`src/rtl/cpu_pkg.sv`:
```
// Shared CPU-wide constants: producer latencies and scoreboard entry indices
// for the HI/LO special registers that sit above the GPR entries.
package cpu_pkg;

    localparam int LAT_ALU  = 0;
    localparam int LAT_LOAD = 1;
    localparam int LAT_MUL  = 3;
    localparam int LAT_DIV  = 7;

    localparam int GPR_AW = 5;
    localparam int HI_IDX = 2 ** GPR_AW;
    localparam int LO_IDX = HI_IDX + 1;

    // Index helpers for scoreboards built with a non-default GPR address width.
    function automatic int hi_idx(input int aw);
        return 2 ** aw;
    endfunction

    function automatic int lo_idx(input int aw);
        return (2 ** aw) + 1;
    endfunction

endpackage

```
`src/rtl/id_scoreboard_counter.sv`:
```
// One scoreboard entry: a countdown of cycles until the producer's result can
// be forwarded, frozen by hold and reloaded with the longer of old/new latency.
module sb_counter #(
    parameter int LW = 3
) (
    input  logic          clk,
    input  logic          rst,
    input  logic          hold,
    input  logic          load,
    input  logic [LW-1:0] lat,
    output logic [LW-1:0] count,
    output logic          busy
);

    logic [LW-1:0] count_reg;
    logic [LW-1:0] count_next;
    logic [LW-1:0] dec;
    logic          busy_reg;

    always_comb begin
        dec        = (count_reg == '0) ? '0 : count_reg - LW'(1);
        count_next = count_reg;
        if (!hold) begin
            count_next = dec;
            // An older, longer producer must never be shortened by a newer one.
            if (load && (lat > dec)) begin
                count_next = lat;
            end
        end
    end

    always_ff @(posedge clk) begin
        if (rst) begin
            count_reg <= '0;
            busy_reg  <= 1'b0;
        end else begin
            count_reg <= count_next;
            busy_reg  <= (count_next != '0);
        end
    end

    assign count = count_reg;
    assign busy  = busy_reg;

endmodule

```
`src/rtl/id_scoreboard.sv`:
```
// Decode-stage hazard scoreboard: per-register countdowns (GPRs plus HI/LO)
// that stall an instruction until every source it reads is forwardable.
module id_scoreboard
    import cpu_pkg::*;
#(
    parameter int NSRC = 2,
    parameter int AW   = 5,
    parameter int LW   = 3
) (
    input  logic                 clk,
    input  logic                 rst,
    input  logic                 hold,
    input  logic                 issue_valid,
    input  logic                 issue_we,
    input  logic [AW-1:0]        issue_waddr,
    input  logic                 issue_hi_we,
    input  logic                 issue_lo_we,
    input  logic [LW-1:0]        issue_lat,
    input  logic [NSRC-1:0]      src_en,
    input  logic [NSRC*AW-1:0]   src_addr,
    input  logic                 src_hi,
    input  logic                 src_lo,
    output logic                 stallreq,
    output logic [(2**AW)+1:0]   busy
);

    localparam int NGPR = 2 ** AW;
    localparam int NE   = NGPR + 2;
    localparam int HI   = hi_idx(AW);
    localparam int LO   = lo_idx(AW);

    logic [LW-1:0]   cnt [NE];
    logic [NSRC-1:0] src_conf;
    logic            hilo_conf;
    logic            accept;

    genvar gi;

    // Conflicts are judged on pre-update counters so an instruction never
    // stalls on its own destination.
    generate
        for (gi = 0; gi < NSRC; gi++) begin : g_src
            logic [AW-1:0] addr;
            assign addr         = src_addr[gi*AW +: AW];
            assign src_conf[gi] = src_en[gi] && (addr != '0) && (cnt[addr] != '0);
        end
    endgenerate

    assign hilo_conf = (src_hi && (cnt[HI] != '0)) || (src_lo && (cnt[LO] != '0));
    assign stallreq  = issue_valid && ((|src_conf) || hilo_conf);
    assign accept    = issue_valid && !stallreq && !hold;

    // $0 is hardwired: it never has a pending producer.
    assign cnt[0]  = '0;
    assign busy[0] = 1'b0;

    generate
        for (gi = 1; gi < NGPR; gi++) begin : g_gpr
            sb_counter #(.LW(LW)) u_cnt (
                .clk   (clk),
                .rst   (rst),
                .hold  (hold),
                .load  (accept && issue_we && (issue_waddr == AW'(gi))),
                .lat   (issue_lat),
                .count (cnt[gi]),
                .busy  (busy[gi])
            );
        end
    endgenerate

    sb_counter #(.LW(LW)) u_hi (
        .clk   (clk),
        .rst   (rst),
        .hold  (hold),
        .load  (accept && issue_hi_we),
        .lat   (issue_lat),
        .count (cnt[HI]),
        .busy  (busy[HI])
    );

    sb_counter #(.LW(LW)) u_lo (
        .clk   (clk),
        .rst   (rst),
        .hold  (hold),
        .load  (accept && issue_lo_we),
        .lat   (issue_lat),
        .count (cnt[LO]),
        .busy  (busy[LO])
    );

endmodule

```
`config.mk`:
```
export PLATFORM = sky130hd
export DESIGN_NAME = id_scoreboard
export DESIGN_NICKNAME = d
export VERILOG_FILES = /design/src/rtl/cpu_pkg.sv /design/src/rtl/id_scoreboard_counter.sv /design/src/rtl/id_scoreboard.sv
export SDC_FILE = /design/constraint.sdc
export NUM_CORES = 1
export LEC_CHECK = 0
export BUFFER_PORTS_ARGS = -buffer_cell sky130_fd_sc_hd__buf_2
export CAP_MARGIN = 10
export CORE_ASPECT_RATIO = 0.75
export CORE_MARGIN = 2
export CORE_UTILIZATION = 28
export CTS_CLUSTER_SIZE = 14
export DETAILED_ROUTE_END_ITERATION = 12
export GPL_ROUTABILITY_DRIVEN = 0
export PLACE_DENSITY = 0.41
export SYNTH_ARGS = -nofsm -noshare
export SYNTH_HDL_FRONTEND = slang
export SYNTH_SLANG_ARGS = --single-unit
```
`constraint.sdc`:
```
create_clock -name clk -period 7.7 [get_ports clk]
set_clock_uncertainty 0.2 [all_clocks]
set_input_delay 1.925 -clock clk [delete_from_list [all_inputs] [get_ports clk]]
set_output_delay 1.925 -clock clk [all_outputs]
set_load 0.05 [all_outputs]
```
; ---- Word level (Yosys, flattened, before mapping)
; Index checks and enable logic that the tools add are counted.
[word_totals]
reg_bits = 132
in_bits = 29
output_inout_bits = 35
[classes]
n_addsub = 33
magnitude_cmp = 35
eq_ne = 31
mux = 105
bitwise = 2
n_reduce_logical = 153
[ops]
columns = op, n
row1 = 3-bit 2-to-1 mux, 103
row2 = 3-bit nonzero test, 37
row3 = 3-bit > comparator, 33
row4 = 3-bit logical NOT, 33
row5 = "3-bit by 1-bit subtractor with 3-bit output, second input constant", 33
row6 = "5-bit == test, second input constant", 16
row7 = 1-bit logical AND, 76
row8 = "5-bit by 4-bit == test with 1-bit output, second input constant", 8
row9 = 3-bit binary-select mux with 6-bit select, 2
row10 = "5-bit by 3-bit == test with 1-bit output, second input constant", 4
row11 = "6-bit by 7-bit >= comparator with 1-bit output, second input constant", 2
row12 = 5-bit NOT with 6-bit output, 2
row13 = "5-bit by 2-bit == test with 1-bit output, second input constant", 2
row14 = 5-bit nonzero test, 2
row15 = "5-bit by 1-bit == test with 1-bit output, second input constant", 1
row16 = 1-bit logical NOT, 2
row17 = 1-bit logical OR, 2
row18 = 2-bit OR reduction, 1

; ---- Depth between registers and ports, before layout
[depth]
depth_word = 18
mapped_depth = 14
depth_no_buf = 13

; ---- By module
; A second synthesis with hierarchy kept.
[unflattened]
hier_cells = 1280
hier_area_um2 = 11244.5
[by_module_without_submodules]
columns = mod, instances, cells_each, area_per_inst_um2, seq_area_each_um2
row1 = sb_counter, 33, 33, 301.5, 80.1
row2 = id_scoreboard, 1, 191, 1293.7, 0.0

; ---- Worst setup path after synthesis
; Ideal clock, no wire load.
[synth_timing]
kind = input -> output
start = in src_addr[1]
end = out stallreq
t_arrival_ps = 4320
slack_ps = 1255
cell_stages = 11
path_cell_list = inv_1 mux4_2 nand2_1 nor4b_1 buf_2 nor2_1 buf_2 buf_2 nand2_1 buf_2 and2_1
[synth_between]
elab_chain_len = 9
elab_cells_between_ends = 11
cone_classes = mux (3) / bitwise (1) / reduce/logical (7)
[synth_lines]
columns = item, line
row1 = start: declaration, id_scoreboard.sv:20  ; input logic [NSRC*AW-1:0] src_addr,
row2 = 5-bit NOT with 6-bit output (implied by the code), id_scoreboard.sv:45  ; assign src_conf[gi] = src_en[gi] && (addr != '0) && (cnt[addr] != '0);
row3 = 3-bit binary-select mux with 6-bit select, id_scoreboard.sv:45
row4 = 3-bit 2-to-1 mux (implied by the code) (2 in series), id_scoreboard.sv:45
row5 = 3-bit nonzero test, id_scoreboard.sv:45
row6 = 1-bit logical AND *, id_scoreboard.sv:45
row7 = 2-bit OR reduction *, id_scoreboard.sv:50  ; assign stallreq = issue_valid && ((|src_conf) || hilo_conf);
row8 = 1-bit logical OR *, id_scoreboard.sv:50
row9 = 1-bit logical AND *, id_scoreboard.sv:50
row10 = end: declaration, id_scoreboard.sv:23  ; output logic stallreq,
; Every way passes the cells marked *; elsewhere a longest branch is shown, timed or not. The select of a mux whose other input is x is not followed.

; ---- Worst setup path in the final report
[layout_timing]
start = in src_addr[5]
end = out stallreq
; Same word-level chain as after synthesis.

==> summary.txt <==
Finish
  – Non-filler instance count after layout: 2208
  – Most common cell after layout, fill and taps aside: ha_1
  – Filler cell count: 4663
  – Most frequent cells in the layout: ha_1 (165), nor2_1 (163), inv_1 (133), dfxtp_1 (132), nand2_1 (126)
  – P&R area growth vs syn: 9.47%
  – FF/Latch Area: 0.00264 mm2
  – Area of the multi-input gates: 0.00851 mm2
  – Layout Nets: 1809
  – Max reg flops: 93
  – Share of layout cells above drive strength 1: 9.22%

Clock tree
  – CTS HTree Levels: 4
  – Cts repair resizes: 0
  – Clk sinks: 132
  – Setup Buffers After CTS: 0
  – TritonCTS Buffers: 17
  – CTS max path bufs: 2
  – Clock slew at reported path FFs: 0.06 ns
  – Skew-Pair Late Insertion Delay: 0.46 ns
  – Hold-fix buffers at CTS: 0
  – CTS tree: built
  – Root buffer selected by CTS: clkbuf_16

Worst setup path
  – Setup crit end kind: primary output
  – Worst-path maximum fanout: 20
  – Setup crit start: src_addr[5]
  – Worst R2R Start: g_gpr[16].u_cnt.count[0]$_SDFF_PP0_
  – Critical Path Start Type: input pin
  – Critical Path RT: 5.58 ns
  – Crit path DAT: 4.00 ns
  – Crit Path Class: in -> out

Power
  – Switch Pwr: 0.000918 W
  – Leak Pwr: 5.52 nW
  – Net Sw Frac: 39.5%
  – Worst vdd ir: 0.156 mV
  – Pwr dens: 173 mW/mm2
  – Clock share of power: 35.1%
  – Comb pwr share: 31.2%
  – Internal power: 0.00140 W
  – Sequential share of power: 33.7%

Global routing
  – Grt total ovfl: 0
  – Number of global-route vias before repair: 11700
  – Initial antenna violation count: 4
  – Tot GR Track Use: 21.6%
  – Pin count of the biggest net entering global routing: 78
  – First-pass GRT wire length: 73700 um

Synth
  – Ys flop type: dfxtp_1
  – Mapped Area: 0.0123 mm2
  – Post-Synth Simple-Gate Area: 20.8%
  – Post-synthesis mux area share: 1.34%
  – Sequential share of the synthesized area: 21.5%
  – Largest family of logic cells by synthesized area: compound AO/OA/AOI/OAI gates
  – Gate Count Post-Synth: 1636
  – Post-synthesis cell type count: 72
  – Post-synthesis compound-gate area fraction: 30.0%
  – Number of synthesized flops with an enable pin: 0
  – Synth Net Count: 1830
  – Yosys warns: 0
  – Post-Synth XOR/XNOR Area: 0%
  – Async SR Flop Fraction: 0%
  – Syn_area_per_cell: 7.51 um2
  – Yosys reg bits: 132
  – Adder-cell area share of the yosys netlist: 16.8%

Timing
  – Period utilisation layout: 79.6%
  – Minimum clock period: 6.13 ns
  – # setup viols final: 0
  – Worst-margin pin slew: 1.04 ns
  – Final setup margin: 1.57 ns
  – Rel. slew slack: 30.1%
  – RSZ-0062 raised after global routing: false
  – Slew Viols, Final: 0
  – Fmax: 163 MHz
  – Setup TNS: 0 ns
  – Final Hold Vio Count: 0

Route
  – Final wirelength: 48500 um
  – Vias post-DR: 12400
  – Routed len/inst: 22.0 um
  – Drt via density: 5.63
  – TritonRoute pass-1 iters: 5
  – DRC viols: 0
  – Initial DRC Count: 1056
  – Antenna-violating nets left: 0

Floorplanning
  – Initial Util: 28.3%
  – Die width: 246 um
  – Die area: 0.0456 mm2
  – Row cnt: 66
  – Area of the core: 0.0434 mm2
  – Die height: 185 um
  – Ports: 64

Hold path
  – Hold_sp: g_gpr[15].u_cnt.count[1]$_SDFF_PP0_
  – HP Class: reg -> reg

Placement
  – Post-Place Worst Slack: 1.55 ns
  – Placed cell count: 2173
  – Hpwl dp: 33500 um
  – PortBufs: 62

Run status
  – Outcome: complete, no violations

Run
  – Number of max-cap violations: 0
[path summary, 6_finish.rpt]
| check | endpoint | slack (ns) | depth (start not counted) |
|---|---|---|---|
| min reg2reg | g_gpr[15].u_cnt.count[1]$_SDFF_PP0_ | 0.33 | 2 |
| max | stallreq | 1.57 | 8 |
| max reg2reg | g_gpr[15].u_cnt.busy$_SDFF_PP0_ | 3.14 | 10 |
| min | g_gpr[15].u_cnt.count[1]$_SDFF_PP0_ | 0.33 | 2 |
[routing by layer]
metal | GRT usage [%] | vias to the layer above | share of wire (%)
met2 | 32.1 | 398 | 42
met1 | 31.5 | 6042 | 50
met4 | 7.13 | 2 | 2.5
li1 | - | 5918 | -
met5 | 0 | - | 0.023
met3 | 3.29 | 66 | 5.1
[worst max-delay path: stages]
cell      delay, ns
buf_2          0.34
mux4_2         0.54
or3b_1         0.35
o211ai_1       0.11
nand4_1        0.16
nand2_1        0.17
and2_1         0.14
buf_2          0.25
[power by group through the flow]
| stage | Combinational, W | Clock, W | Sequential (W) |
|---|---|---|---|
| 3_3_place_gp | 0.000707 | 0 | 0.000799 |
| 6_report | 0.000724 | 0.000816 | 0.000783 |
| 5_1_grt | 0.000790 | 0.000866 | 0.000790 |
| 2_1_floorplan | 0.000523 | 0 | 0.000776 |
| 4_1_cts | 0.000719 | 0.000836 | 0.000783 |
| 3_5_place_dp | 0.000715 | 0 | 0.000797 |
[synth_stat cells (8+ instances only)]
cell	instances	area share, %
nand3b_1	12	0.73
a221oi_1	21	1.5
a21boi_0	32	2.0
a21oi_1	72	2.9
clkbuf_1	61	1.9
ha_1	165	17
o21a_1	57	3.5
buf_4	36	2.2
nor4_1	27	1.4
nand3_1	17	0.69
a22oi_1	39	2.4
o211ai_1	14	0.86
o21ai_1	8	0.33
o31ai_1	17	1.0
a31oi_1	68	3.5
a21o_1	16	0.98
nand2_1	126	3.8
o311ai_0	9	0.64
buf_2	24	0.98
a211oi_1	11	0.67
or3_1	9	0.46
nor3_1	49	2.0
a221o_1	10	0.81
dfxtp_1	132	22
o21ai_0	103	4.2
o41ai_1	21	1.5
inv_1	133	4.1
nor2b_1	51	2.6
nor4b_1	10	0.71
nor2_1	166	5.1
and2_1	9	0.46
or4_1	9	0.55
nand4_1	8	0.41
[per-stage QoR]
stage	hold WS [ns]	power, W	area, um2	utilization (%)
4_1_cts	0.330	0.00234	13400	31.0
3_5_place_dp	0.320	0.00151	12900	29.7
3_3_place_gp	0.316	0.00151	12900	29.7
6_report	0.329	0.00232	13400	31.0
2_1_floorplan	0.283	0.00130	12300	-
5_1_grt	0.347	0.00245	13400	31.0
[cell type report]
type	count	share of cell area, %
Clock buffer	22	3.53
Antenna cell	3	0.0558
Multi-Input combinational cell	1242	63.3
Timing Repair Buffer	88	3.78
Tap cell	578	5.38
Inverter	134	3.74
Sequential cell	132	19.6
Clock inverter	9	0.595
[kinds of logic (layout without fill, tap and decap cells)]
logic type	after synthesis	count (layout)
AO/OA/AOI/OAI	542	542
AND/OR/NAND/NOR	523	523
buffers and inverters	262	253
adder cells (fa/ha/maj)	165	165
flip-flops	132	132
multiplexers	11	11
other	1	4
Power figures use the tool's default switching activity.
